--- config.mk ---
export PLATFORM = sky130hd
export DESIGN_NAME = fp_normalise
export DESIGN_NICKNAME = d
export VERILOG_FILES = /design/src/rtl/fp_pkg.sv /design/src/rtl/lz_count.sv /design/src/rtl/fp_normalise.sv
export SDC_FILE = /design/constraint.sdc
export NUM_CORES = 1
export LEC_CHECK = 0
export BUFFER_PORTS_ARGS = -buffer_cell sky130_fd_sc_hd__buf_2
export CAP_MARGIN = 20
export CORE_UTILIZATION = 30
export CTS_CLUSTER_DIAMETER = 100
export DETAILED_ROUTE_END_ITERATION = 6
export HOLD_SLACK_MARGIN = 0.12
export PLACE_DENSITY = 0.46
export SYNTH_ARGS = -nofsm -noshare
export SYNTH_HDL_FRONTEND = slang
export SYNTH_SLANG_ARGS = --single-unit
--- constraint.sdc ---
create_clock -name clk -period 2.9 [get_ports clk]
set_input_delay 0.145 -clock clk [delete_from_list [all_inputs] [get_ports clk]]
set_output_delay 0.145 -clock clk [all_outputs]
set_load 0.05 [all_outputs]
--- src/rtl/fp_pkg.sv ---
// Shared types and sizing for the float normalisation datapath.
//   MANT_W  : mantissa width; a normalised mantissa has bit MANT_W-1 set
//   EXP_W   : exponent width, signed two's complement
//   EXP_MIN : smallest legal exponent (underflow / denormal threshold)
//   LZ_W    : width of a leading-zero count in 0..MANT_W
package fp_pkg;

  localparam int MANT_W  = 24;
  localparam int EXP_W   = 10;
  localparam int EXP_MIN = -126;
  localparam int LZ_W    = $clog2(MANT_W + 1);

  typedef logic        [MANT_W-1:0] mant_t;
  typedef logic signed [EXP_W-1:0]  exp_t;
  typedef logic        [LZ_W-1:0]   lz_t;

endpackage

--- src/rtl/lz_count.sv ---
// Combinational leading-zero counter built by recursive halving.
// Each node splits its input into an upper (msbs) and lower (lsbs) half,
// counts each half with a child node and combines:
//   lz = msbs_are_zero ? |upper| + lz(lower) : lz(upper)
// Ports:
//   d_i    : input vector, W bits
//   lz_o   : number of leading zeros, 0..W
//   zero_o : d_i is all zero (lz_o == W)
module lz_count #(
  parameter int W  = 24,
  parameter int LW = $clog2(W + 1)
) (
  input  logic [W-1:0]  d_i,
  output logic [LW-1:0] lz_o,
  output logic          zero_o
);

  if (W == 1) begin : g_leaf
    assign zero_o = ~d_i[0];
    assign lz_o   = LW'(zero_o);
  end else begin : g_node
    // Upper half takes the extra bit for odd widths.
    localparam int WH  = W - W / 2;
    localparam int WL  = W / 2;
    localparam int HLW = $clog2(WH + 1);
    localparam int LLW = $clog2(WL + 1);

    logic [HLW-1:0] hi_lz;
    logic [LLW-1:0] lo_lz;
    logic           msbs_are_zero;
    logic           lsbs_are_zero;

    lz_count #(.W(WH)) u_hi (
      .d_i   (d_i[W-1:WL]),
      .lz_o  (hi_lz),
      .zero_o(msbs_are_zero)
    );

    lz_count #(.W(WL)) u_lo (
      .d_i   (d_i[WL-1:0]),
      .lz_o  (lo_lz),
      .zero_o(lsbs_are_zero)
    );

    assign zero_o = msbs_are_zero & lsbs_are_zero;
    assign lz_o   = msbs_are_zero ? (LW'(WH) + LW'(lo_lz)) : LW'(hi_lz);
  end

endmodule

--- src/rtl/fp_normalise.sv ---
// Normalisation stage after the leading-zero counter: shifts the mantissa
// left until its MSB is 1 and lowers the exponent by the shift amount.
// Two-stage valid/ready pipeline, 1 beat/cycle, 2-cycle latency.
//   S1: register mantissa, exponent and leading-zero count
//   S2: shift mantissa, adjust exponent, flag zero / underflow
// Build option NORM_DENORM_EN:
//   defined   - shift is limited so the exponent stops at EXP_MIN, leaving a
//               partially shifted (denormal) mantissa
//   undefined - shift is always the full lz; exponent saturates at EXP_MIN
//   Both set out_uflow when in_exp - lz < EXP_MIN. out_lz is always the true lz.
// Ports:
//   clk, rst             : clock, async active-high reset
//   in_valid/in_ready    : input handshake
//   in_mant, in_exp      : unsigned mantissa, signed exponent
//   out_valid/out_ready  : output handshake
//   out_mant, out_exp    : normalised mantissa, adjusted exponent
//   out_lz               : leading-zero count of the input mantissa
//   out_zero, out_uflow  : zero mantissa, exponent underflow
module fp_normalise
  import fp_pkg::*;
(
  input  logic              clk,
  input  logic              rst,
  input  logic              in_valid,
  output logic              in_ready,
  input  logic [MANT_W-1:0] in_mant,
  input  logic [EXP_W-1:0]  in_exp,
  output logic              out_valid,
  input  logic              out_ready,
  output logic [MANT_W-1:0] out_mant,
  output logic [EXP_W-1:0]  out_exp,
  output logic [LZ_W-1:0]   out_lz,
  output logic              out_zero,
  output logic              out_uflow
);

  localparam logic signed [EXP_W:0] EMIN_X = (EXP_W + 1)'(EXP_MIN);

  // ---------------- handshake ----------------
  logic s1_valid_q, s2_valid_q;
  logic s1_ready, s2_ready;

  // A stage accepts when empty or when its current beat moves on this cycle.
  assign s2_ready = ~s2_valid_q | out_ready;
  assign s1_ready = ~s1_valid_q | s2_ready;
  assign in_ready = s1_ready;

  // ---------------- S1 ----------------
  mant_t s1_mant_q;
  exp_t  s1_exp_q;
  lz_t   s1_lz_q, s1_lz_d;
  logic  s1_zero_q, s1_zero_d;

  lz_count #(.W(MANT_W)) u_lz (
    .d_i   (in_mant),
    .lz_o  (s1_lz_d),
    .zero_o(s1_zero_d)
  );

  always_ff @(posedge clk or posedge rst) begin
    if (rst) begin
      s1_valid_q <= 1'b0;
      s1_mant_q  <= '0;
      s1_exp_q   <= '0;
      s1_lz_q    <= '0;
      s1_zero_q  <= 1'b0;
    end else if (s1_ready) begin
      s1_valid_q <= in_valid;
      if (in_valid) begin
        s1_mant_q <= in_mant;
        s1_exp_q  <= in_exp;
        s1_lz_q   <= s1_lz_d;
        s1_zero_q <= s1_zero_d;
      end
    end
  end

  // ---------------- S2 datapath ----------------
  logic signed [EXP_W:0] exp_x, lz_x, diff_x;
  lz_t   shift;
  logic  s2_uflow_d;
  mant_t s2_mant_d;
  exp_t  s2_exp_d;
`ifdef NORM_DENORM_EN
  logic signed [EXP_W:0] head_x;
`endif

  always_comb begin
    // One guard bit so exp - lz cannot wrap.
    exp_x      = {s1_exp_q[EXP_W-1], s1_exp_q};
    lz_x       = $signed({{(EXP_W + 1 - LZ_W){1'b0}}, s1_lz_q});
    diff_x     = exp_x - lz_x;
    s2_uflow_d = ~s1_zero_q & (diff_x < EMIN_X);
`ifdef NORM_DENORM_EN
    // Shift only as far as the exponent can drop before reaching EXP_MIN.
    head_x = exp_x - EMIN_X;
    if (head_x <= 0)        shift = '0;
    else if (head_x < lz_x) shift = head_x[LZ_W-1:0];
    else                    shift = s1_lz_q;
`else
    shift = s1_lz_q;
`endif
    if (s1_zero_q) begin
      s2_mant_d = '0;
      s2_exp_d  = '0;
    end else begin
      s2_mant_d = s1_mant_q << shift;
      s2_exp_d  = s2_uflow_d ? EXP_W'(EXP_MIN) : diff_x[EXP_W-1:0];
    end
  end

  // ---------------- S2 registers ----------------
  logic  out_uflow_q, out_zero_q;
  mant_t out_mant_q;
  exp_t  out_exp_q;
  lz_t   out_lz_q;

  always_ff @(posedge clk or posedge rst) begin
    if (rst) begin
      s2_valid_q  <= 1'b0;
      out_mant_q  <= '0;
      out_exp_q   <= '0;
      out_lz_q    <= '0;
      out_zero_q  <= 1'b0;
      out_uflow_q <= 1'b0;
    end else if (s2_ready) begin
      s2_valid_q <= s1_valid_q;
      // Data only moves with a beat, so a stalled output holds steady.
      if (s1_valid_q) begin
        out_mant_q  <= s2_mant_d;
        out_exp_q   <= s2_exp_d;
        out_lz_q    <= s1_lz_q;
        out_zero_q  <= s1_zero_q;
        out_uflow_q <= s2_uflow_d;
      end
    end
  end

  assign out_valid = s2_valid_q;
  assign out_mant  = out_mant_q;
  assign out_exp   = out_exp_q;
  assign out_lz    = out_lz_q;
  assign out_zero  = out_zero_q;
  assign out_uflow = out_uflow_q;

endmodule
==> impl_metrics.json, run 1 <==
{
  "end_kind": "register",
  "post-route-util_pct": 39.7,
  "finalCritPeriodShare_pct": 88.0,
  "rsz0062_at_grt": "false",
  "critPathTopFamily": "compound AO/OA/AOI/OAI gates",
  "route.vias.total": 3985,
  "ys_warn_count": 0,
  "drt_iter0_drc": 172,
  "timing.fmax_mhz": 392,
  "crit_required_ps": 3130,
  "first_global_vias": 3891,
  "grt_pass1_wl_mm": 21.4,
  "arrival_ps": 2790,
  "final_net_count": 630,
  "hold_viol": 0,
  "die_w_um": 128,
  "wl_per_cell_um": 16.3,
  "powerDensity_nw_per_um2": 760,
  "numClockSinks": 83,
  "clk_latency_ps": 350,
  "dp_hpwl_mm": 9.74,
  "drv_cap": 0,
  "startpoint": "s1_lz_q[0]",
  "grt_start_max_net_pins": 50,
  "yosys.cell_types.count": 62,
  "r2r-start": "s1_lz_q[0]",
  "ys.flop_type": "dfrtp_1",
  "postCtsSetupBuffers": 0,
  "instances_no_fill": 800,
  "p_leak_nw": 2.72,
  "dp_slack_ps": 425,
  "netlist_area_um2": 4740,
  "rrSetupSlack_ps": 350,
  "drv_slew": 0,
  "grt_usage_pct": 17.1,
  "final.min_clock_period_ps": 2550,
  "crit_fanout": 4,
  "start_util_pct": 31.0,
  "stdcell_area_um2": 6080,
  "synth_largest_area_cell": "dfrtp_1",
  "ir_drop_mv": 0.277,
  "core_um2": 15300,
  "setup_viol": 0,
  "crit_cells": 8,
  "fillCellCount": 1565,
  "crit_path_cell_trace": "ha_1 -> fa_1 -> nand2b_1 -> a21oi_1 -> xor2_1 -> a2111oi_0 -> a31oi_1 -> a22o_1",
  "hold_class": "register to register",
  "skew_ps": 9.42,
  "rows": 45,
  "diodes": 0,
  "cts.clk_slew.worst_paths_ps": 70,
  "cpMaxStageDelayCell": "a2111oi_0",
  "area_growth_pct": 28.2,
  "dr.pass1.iters": 4,
  "drc_errors": 0,
  "async_flop_share_pct": 100,
  "yosys-top-cells-area": "dfrtp_1 44%, mux2_2 7.8%, mux2i_1 7.0%, nand2_1 5.0%, a22o_1 3.3%",
  "cts_tree": "yes",
  "wirelength_mm": 13.0,
  "path_buf_inv": 0,
  "synth-seq-area-share_pct": 43.8,
  "gr-total-overflow": 0,
  "clk_path_buf_depth": 2,
  "viasPerCell": 4.98,
  "gp_congestion": 0.830,
  "syn-instance-count": 470,
  "min_from": "out_mant[14]",
  "setup_tns_ps": 0,
  "cts_root_buf": "clkbuf_16",
  "status": "completed",
  "cts_max_level": 3,
  "holdWs_ps": 475,
  "synth-edff-count": 0,
  "fin_ws_ps": 347,
  "r2r_cells": 8,
  "endpoint": "out_exp[0]",
  "ios": 81,
  "worst_pin_slew_ps": 902,
  "die_y_um": 128,
  "yosysTopAreaCellShare_pct": 43.8,
  "post_dp_cell_area_um2": 5380,
  "die_area_um2": 16300,
  "path_class": "register to register",
  "avgSynthCellArea_um2": 10.1,
  "cts_buffers": 9,
  "antenna_left": 0,
  "synthesis.nets": 516,
  "r2r_end": "out_exp[0]",
  "antenna_found_initial": 0,
  "ys_ff_latch": 83,
  "slew_headroom_pct": 39.9,
  "numPortBuffers": 80,
  "drive_gt1_share_pct": 26.8,
  "power_mw": 4.62,
  "ctsResizeCount": 0,
  "dpl.cell_count": 747,
  "critPathMaxStageDelay_ps": 540,
  "start_kind": "register"
}
-- final cells by class --
class	instances	area [µm²]	share of cell area, %
timing repair buffer	128	866	14.2
tap	211	264	4.34
multi-input combinational	344	2480	40.7
inverter	18	68.8	1.13
sequential	83	2080	34.2
clock inverter	4	72.6	1.19
clock buffer	12	256	4.22
-- report_power, final --
| part | total (mW) | leakage (nW) | switching (mW) | internal (mW) |
|---|---|---|---|---|
| Clock | 1.27 | 0.159 | 0.466 | 0.800 |
| Sequential | 1.56 | 1.02 | 0.176 | 1.39 |
| Combinational | 1.79 | 1.54 | 1.20 | 0.591 |
| Total | 4.62 | 2.72 | 1.84 | 2.78 |
-- synthesized netlist by cell type (all sizes together), types with 3 or more instances --
cell,number
ha,7
buf,8
o31ai,7
o221ai,3
or3,4
a32oi,3
nor2,29
o211ai,3
nand2,63
a21o,3
nor2b,3
nand4,4
mux2i,33
dfrtp,83
clkinv,3
nand2b,5
clkbuf,17
mux2,33
nor3,7
o21ai,34
a31oi,3
a22o,18
nand3,10
inv,15
mux4,7
a21oi,25
-- cell usage in the layout (no fill, tap or decap), types with 4 or more instances in the layout --
cell and count:
dfrtp_1 83, buf_2 80, nand2_1 62, dlygate4sd3_1 37
mux2_2 33, mux2i_1 33, o21ai_0 30, nor2_1 29
a21oi_1 24, a22o_1 18, inv_1 14, nand3_1 10
buf_4 10, clkbuf_16 9, o31ai_1 7, mux4_2 7
ha_1 7, nand2b_1 5, nor3_1 5, nand4_1 4
-- cell families (layout without fill, tap and decap cells) --
logic type,Yosys count,in the layout,synth area share (%)
adders and majority gates,8,8,2.27
xor gates and xnor gates,4,4,0.739
and+or+nand+nor,136,136,13.3
muxes,73,73,18.1
buffers and inverters,43,162,4.06
AOI/OAI and AO/OA,123,123,17.7
DFF,83,83,43.8
-- worst reg2reg max path, delay by kind of cell (launching register included) --
| family | cells | cell delay [ps] |
|---|---|---|
| compound gates | 4 | 1080 |
| fa+ha+maj | 2 | 640 |
| flops | 1 | 380 |
| simple gates | 1 | 220 |
| xor+xnor | 1 | 110 |
-- repair_timing --
item / 4_1_cts / 5_1_grt
setup endpoints to repair: 0 / 0
hold endpoints to repair: 84 / 0
hold buffers: 37 / 0
-- sequential cells by signal (all words and copies together) (netlist names) --
name and flops:
out_mant 24, s1_mant_q 24, out_exp 10, s1_exp_q 10, out_lz 5, s1_lz_q 5
out_uflow 1, out_valid 1, out_zero 1, s1_valid_q 1, s1_zero_q 1
-- worst min path at each step --
| stage | end | slack, ps | cells after the start |
|---|---|---|---|
| floorplan | s1_valid_q | 250 | 1 |
| global placement | out_valid | 360 | 2 |
| detailed placement | out_valid | 360 | 2 |
| CTS | out_mant[14] | 480 | 2 |
| global route | out_lz[1] | 510 | 2 |
| finish | out_mant[14] | 470 | 2 |
-- metal layers --
metal | track usage [%] | vias up | part of all wire (%)
li1 | - | 1960 | -
met1 | 25.2 | 1901 | 52
met2 | 24.3 | 104 | 42
met3 | 3.01 | 20 | 4.0
met4 | 7.75 | 0 | 2.0
met5 | 0 | - | 0
(Power assumes the default switching activity.)
==> run 2: changes to the inputs <==
--- a/config.mk
+++ b/config.mk
@@ -5,6 +5,7 @@
 export SDC_FILE = /design/constraint.sdc
 export NUM_CORES = 1
 export LEC_CHECK = 0
+export ABC_AREA = 1
 export BUFFER_PORTS_ARGS = -buffer_cell sky130_fd_sc_hd__buf_2
 export CAP_MARGIN = 20
 export CORE_UTILIZATION = 30
==> run 2 against run 1 <==
Net effect: worst setup slack gained 220 ps; highest routed layer unchanged; non-clock buffer count shrank 4; cell area is 1.2% lower; flip-flop and latch count unchanged; critical path type unchanged.
==> impl_metrics.json, run 2 <==
{
  "status": "completed",
  "crit_fanout": 11,
  "setup_tns_ps": 0,
  "route.vias.total": 4737,
  "skew_ps": 10.7,
  "min_from": "in_mant[3]",
  "final_cell_mix": "263 x nand2_1, 86 x o21ai_0, 83 x dfrtp_1",
  "finalCritPeriodShare_pct": 80.6,
  "synth-seq-area-share_pct": 43.5,
  "cts_buffers": 9,
  "dr.pass1.iters": 5,
  "drc_errors": 0,
  "netlist_area_um2": 4770,
  "slew_headroom_pct": 52.3,
  "crit_top_cell": "nand2_1",
  "postCtsHoldBufs": 31,
  "antenna_left": 0,
  "syn-instance-count": 676,
  "numClockSinks": 83,
  "dp_hpwl_mm": 10.2,
  "postCtsSetupBuffers": 0,
  "first_global_vias": 4344,
  "yosys.cell_types.count": 39,
  "p_switching_mw": 2.20,
  "yosys-top-cells-area": "dfrtp_1 44%, nand2_1 21%, o21ai_0 9.0%, nand3_1 4.1%, inv_1 3.9%",
  "path_class": "register to register",
  "ys_ff_latch": 83,
  "grt_usage_pct": 17.4,
  "cts_tree": "yes",
  "start_util_pct": 31.0,
  "p_clk_share_pct": 23.5,
  "timing.fmax_mhz": 428,
  "r2r_cells": 14,
  "core_um2": 15400,
  "clk_path_buf_depth": 2,
  "hold_viol": 0,
  "final_net_count": 825,
  "start_kind": "register",
  "avgSynthCellArea_um2": 7.06,
  "power_frac_seq_pct": 33.3,
  "diodes": 0,
  "switching_share_pct": 45.2,
  "hold_class": "primary input to register",
  "crit_path_cell_trace": "clkinv_1 -> ha_1 -> nand2_1 -> nand2_1 -> nor3_1 -> nand3_1 -> nand2_1 -> nand2_1 -> nor2_1 -> nand2_1 -> nand2_2 -> nand2_1 -> nand2_1 -> nand2_1",
  "end_kind": "register",
  "p_int_mw": 2.67,
  "rsz0062_at_grt": "false",
  "arrival_ps": 2570,
  "wirelength_mm": 13.5,
  "holdPathEnd": "s1_mant_q[3]",
  "powerDensity_nw_per_um2": 811,
  "crit_required_ps": 3130,
  "synth-edff-count": 0,
  "setup_viol": 0,
  "die_area_um2": 16400,
  "ys.flop_type": "dfrtp_1",
  "ys_warn_count": 0,
  "r2r-start": "s1_lz_q[4]",
  "drive_gt1_share_pct": 16.3,
  "drv_cap": 0,
  "r2r_end": "out_exp[8]",
  "drv_slew": 0,
  "power_mw": 4.87,
  "post-route-util_pct": 39.1,
  "rows": 45,
  "final.min_clock_period_ps": 2340,
  "clk_latency_ps": 340,
  "ir_drop_mv": 0.303,
  "layout_commonest_cell": "nand2_1",
  "gr-total-overflow": 0,
  "worst_pin_slew_ps": 715,
  "viasPerCell": 4.76,
  "antenna_found_initial": 0,
  "ios": 81,
  "ctsResizeCount": 0,
  "drt_iter0_drc": 275,
  "numPortBuffers": 80,
  "synthTopCellsByCount": "263 x nand2_1, 86 x o21ai_0, 83 x dfrtp_1",
  "wl_per_cell_um": 13.5,
  "cts.clk_slew.worst_paths_ps": 60,
  "fin_ws_ps": 563,
  "p_leak_nw": 3.07,
  "grt_start_max_net_pins": 58,
  "synth_largest_area_cell": "dfrtp_1",
  "rrSetupSlack_ps": 560,
  "grt_pass1_wl_mm": 22.3,
  "combPwrFrac_pct": 43.2,
  "synthesis.nets": 722,
  "async_flop_share_pct": 100,
  "critPathMaxStageDelay_ps": 610,
  "dp_slack_ps": 560,
  "gp_congestion": 0.907,
  "die_w_um": 128,
  "fillCellCount": 1703,
  "cts_root_buf": "clkbuf_16",
  "synthMostInstantiatedCell": "nand2_1",
  "cpMaxStageDelayCell": "dfrtp_1",
  "startpoint": "s1_lz_q[4]",
  "die_y_um": 128,
  "yosysTopAreaCellShare_pct": 43.5,
  "area_growth_pct": 25.9,
  "holdWs_ps": 133,
  "cts_max_level": 3,
  "hold_path_depth": 3
}
run 2: cell types whose count changed after synthesis, sizes merged, moves of 5 or more:
| cell | delta |
|---|---|
| o31ai | -6 |
| nand2 | +203 |
| o21ai | +68 |
| nand2b | -5 |
| or2 | +5 |
| inv | +36 |
| a22o | -18 |
| nand3 | +30 |
| mux2i | -32 |
| mux2 | -33 |
| nor2 | +6 |
| mux4 | -7 |
run 2: layer usage:
| metal | vias to the layer above | track usage (%) | part of all wire (%) |
|---|---|---|---|
| met5 | - | 0 | 0 |
| met4 | 0 | 4.98 | 1.1 |
| met3 | 13 | 3.26 | 4.4 |
| met2 | 107 | 25.3 | 41 |
| met1 | 2221 | 26.1 | 54 |
| li1 | 2396 | - | - |
run 2: kinds of logic after synthesis:
| logic type | Yosys count | synth area share, % |
|---|---|---|
| buffers and inverters | 85 | 7.26 |
| muxes | 1 | 0.210 |
| xor gates and xnor gates | 1 | 0.184 |
| and+or+nand+nor | 355 | 30.3 |
| AOI/OAI and AO/OA | 143 | 16.2 |
| adders and majority gates | 8 | 2.25 |
| DFF | 83 | 43.5 |
run 2: worst max path at each step:
stage          cells after the start          to
2_1_floorplan                      1  out_exp[0]
3_3_place_gp                      14  out_exp[7]
3_5_place_dp                      14  out_exp[8]
4_1_cts                           14  out_exp[8]
5_1_grt                           14  out_exp[8]
6_report                          14  out_exp[8]
run 2: metrics by stage:
stage | instance area, µm² | cells
global route | 6010 | 995
finish | 6010 | 995
global placement | 5380 | 947
detailed placement | 5380 | 947
CTS | 5990 | 994
floorplan | 4770 | 676
run 2: layout make-up:
| class | instances | area [µm²] | share of cell area [%] |
|---|---|---|---|
| clock inverter | 5 | 52.6 | 0.875 |
| clock buffer | 11 | 243 | 4.04 |
| tap | 211 | 264 | 4.40 |
| multi-input combinational | 508 | 2350 | 39.1 |
| sequential | 83 | 2080 | 34.6 |
| timing repair buffer | 124 | 821 | 13.7 |
| inverter | 53 | 200 | 3.33 |
run 2: worst max-delay path: cells and delay by family (launching register included):
family / cells / cell delay, ps
simple gates: 12 / 1110
flops: 1 / 610
fa+ha+maj: 1 / 350
buf+inv: 1 / 160
run 2: power by group through the flow:
| stage | sequential [mW] | clock, mW | combinational [mW] |
|---|---|---|---|
| final | 1.62 | 1.14 | 2.10 |
| after global routing | 1.66 | 1.22 | 2.31 |
| after CTS | 1.62 | 1.18 | 2.12 |
| after detailed placement | 1.64 | 0 | 2.08 |
| after global placement | 1.64 | 0 | 2.07 |
| after floorplan | 2.34 | 0 | 0.841 |
==> run 3: changes to the inputs <==
==> constraint.sdc (replaced) <==
create_clock -name clk -period 2.4 [get_ports clk]
set_input_delay 0.12 -clock clk [delete_from_list [all_inputs] [get_ports clk]]
set_output_delay 0.12 -clock clk [all_outputs]
set_load 0.05 [all_outputs]
==> run 3 against run 2 <==
Net effect: count of clock-buffer cells in the layout is 1 higher; highest routed layer unchanged; non-clock buffer count rose by 5; global-route usage grew 0.24 points.
==> impl_metrics.json, run 3 (synthesized netlist as in run 2, its figures left out) <==
{
  "status": "completed",
  "start_kind": "register",
  "timing.fmax_mhz": 468,
  "route.vias.total": 4645,
  "antenna_left": 0,
  "ios": 81,
  "drc_errors": 0,
  "drv_slew": 0,
  "setup_tns_ps": 0,
  "layout_commonest_cell": "nand2_1",
  "die_y_um": 128,
  "fillCellCount": 1678,
  "instances_no_fill": 1000,
  "crit_fanout": 10,
  "clk_latency_ps": 350,
  "final_cell_mix": "263 x nand2_1, 86 x o21ai_0, 83 x dfrtp_1",
  "crit_required_ps": 2640,
  "powerDensity_nw_per_um2": 988,
  "power_mw": 6.00,
  "cts_buffers": 9,
  "dpl.cell_count": 948,
  "post_dp_cell_area_um2": 5390,
  "start_util_pct": 31.0,
  "gp_congestion": 0.868,
  "path_class": "register to register",
  "rows": 45,
  "die_w_um": 128,
  "grt_usage_pct": 17.7,
  "cts_root_buf": "clkbuf_16",
  "viasPerCell": 4.65,
  "arrival_ps": 2380,
  "final_net_count": 830,
  "cts_max_level": 3,
  "area_growth_pct": 27.3,
  "rsz0062_at_grt": "false",
  "dp_hpwl_mm": 10.2,
  "stdcell_area_um2": 6080,
  "r2r_cells": 16,
  "hold_viol": 0,
  "slew_headroom_pct": 51.7,
  "hold_path_depth": 4,
  "wirelength_mm": 13.7,
  "diodes": 0,
  "drt_iter0_drc": 292,
  "r2r-start": "s1_lz_q[0]",
  "grt_pass1_wl_mm": 22.4,
  "final.min_clock_period_ps": 2140,
  "r2r_end": "out_exp[1]",
  "drv_cap": 0,
  "worst_pin_slew_ps": 723,
  "postCtsSetupBuffers": 0,
  "numClockSinks": 83,
  "rrSetupSlack_ps": 260,
  "p_leak_nw": 3.11,
  "drive_gt1_share_pct": 16.3,
  "end_kind": "register",
  "finalCritPeriodShare_pct": 89.1,
  "clk_path_buf_depth": 2,
  "holdPathEnd": "s1_valid_q",
  "setup_viol": 0,
  "dr.pass1.iters": 5,
  "core_um2": 15400,
  "antenna_found_initial": 0,
  "hold_class": "primary input to register",
  "gr-total-overflow": 0,
  "numPortBuffers": 80,
  "skew_ps": 13.1,
  "min_from": "in_valid",
  "cts_tree": "yes",
  "ir_drop_mv": 0.393,
  "first_global_vias": 4359,
  "die_area_um2": 16400,
  "grt_start_max_net_pins": 57,
  "wl_per_cell_um": 13.7,
  "cts.clk_slew.worst_paths_ps": 70
}
==> run 3: cell count changes in the layout (fill, tap and decap cells not counted), sizes merged <==
cell         previous run  this run
clkbuf                 11        12
clkinv                  6         5
clkinvlp                1         0
dlygate4sd3            31        36
inv                    50        51
==> run 3: through the flow <==
step,hold slack (ps),setup WS (ps),utilization [%]
floorplan,230,143,-
global placement,227,300,35.1
detailed placement,235,244,35.1
CTS,371,231,39.5
global route,418,23.1,39.5
finish,372,262,39.5
==> run 3: layout make-up <==
type	count	area, µm²	area share (%)
multi-input cells	508	2350	38.7
flip-flops and latches	83	2080	34.2
repair buffers	129	858	14.1
clock buffers	12	267	4.39
well taps	211	264	4.35
inverters	53	200	3.29
clock inverters	4	56.3	0.927
==> run 3: worst max-delay path by stage <==
stage / from / end / slack, ps / cells after the start
2_1_floorplan: rst / out_exp[0] / 140 / 1
3_5_place_dp: s1_lz_q[0] / out_exp[7] / 240 / 16
5_1_grt: s1_lz_q[0] / out_exp[1] / 20 / 16
3_3_place_gp: s1_lz_q[0] / out_exp[7] / 300 / 16
6_report: s1_lz_q[0] / out_exp[1] / 260 / 16
4_1_cts: s1_lz_q[0] / out_exp[7] / 230 / 16
==> run 3: where the power goes <==
group	switching (mW)	total (mW)	leakage, nW	internal [mW]
clock	0.594	1.49	0.159	0.899
combinational	1.89	2.55	1.91	0.661
sequential	0.223	1.96	1.04	1.74
total	2.70	6.00	3.11	3.30
==> run 3: layer usage <==
metal	part of all wire (%)	GRT usage, %	routed length [µm]
met2	41	24.6	5640
met3	4.5	2.92	612
met1	53	26.7	7260
met4	1.4	7.34	191
met5	0	0	0
==> run 3: what timing repair did <==
| action | CTS | global route |
|---|---|---|
| hold buffers | 36 | 0 |
| endpoints found under the hold margin | 72 | 0 |
| setup endpoints to repair | 0 | 3 |
| gates resized for setup | 0 | 1 |
==> run 3: worst max-delay path: stages, from the launching register on <==
cell     delay (ps)
dfrtp_1         390
ha_1            210
fa_1            410
inv_1            70
nand2_1          40
nand2_1          90
nand3_1         100
nand2_1          70
nand2_1          40
nand2_1          80
nand2_1          60
nor2_1           80
nand2_1          90
nand2_4         120
nand2_1          70
nand2_1          60
nand2_1          50
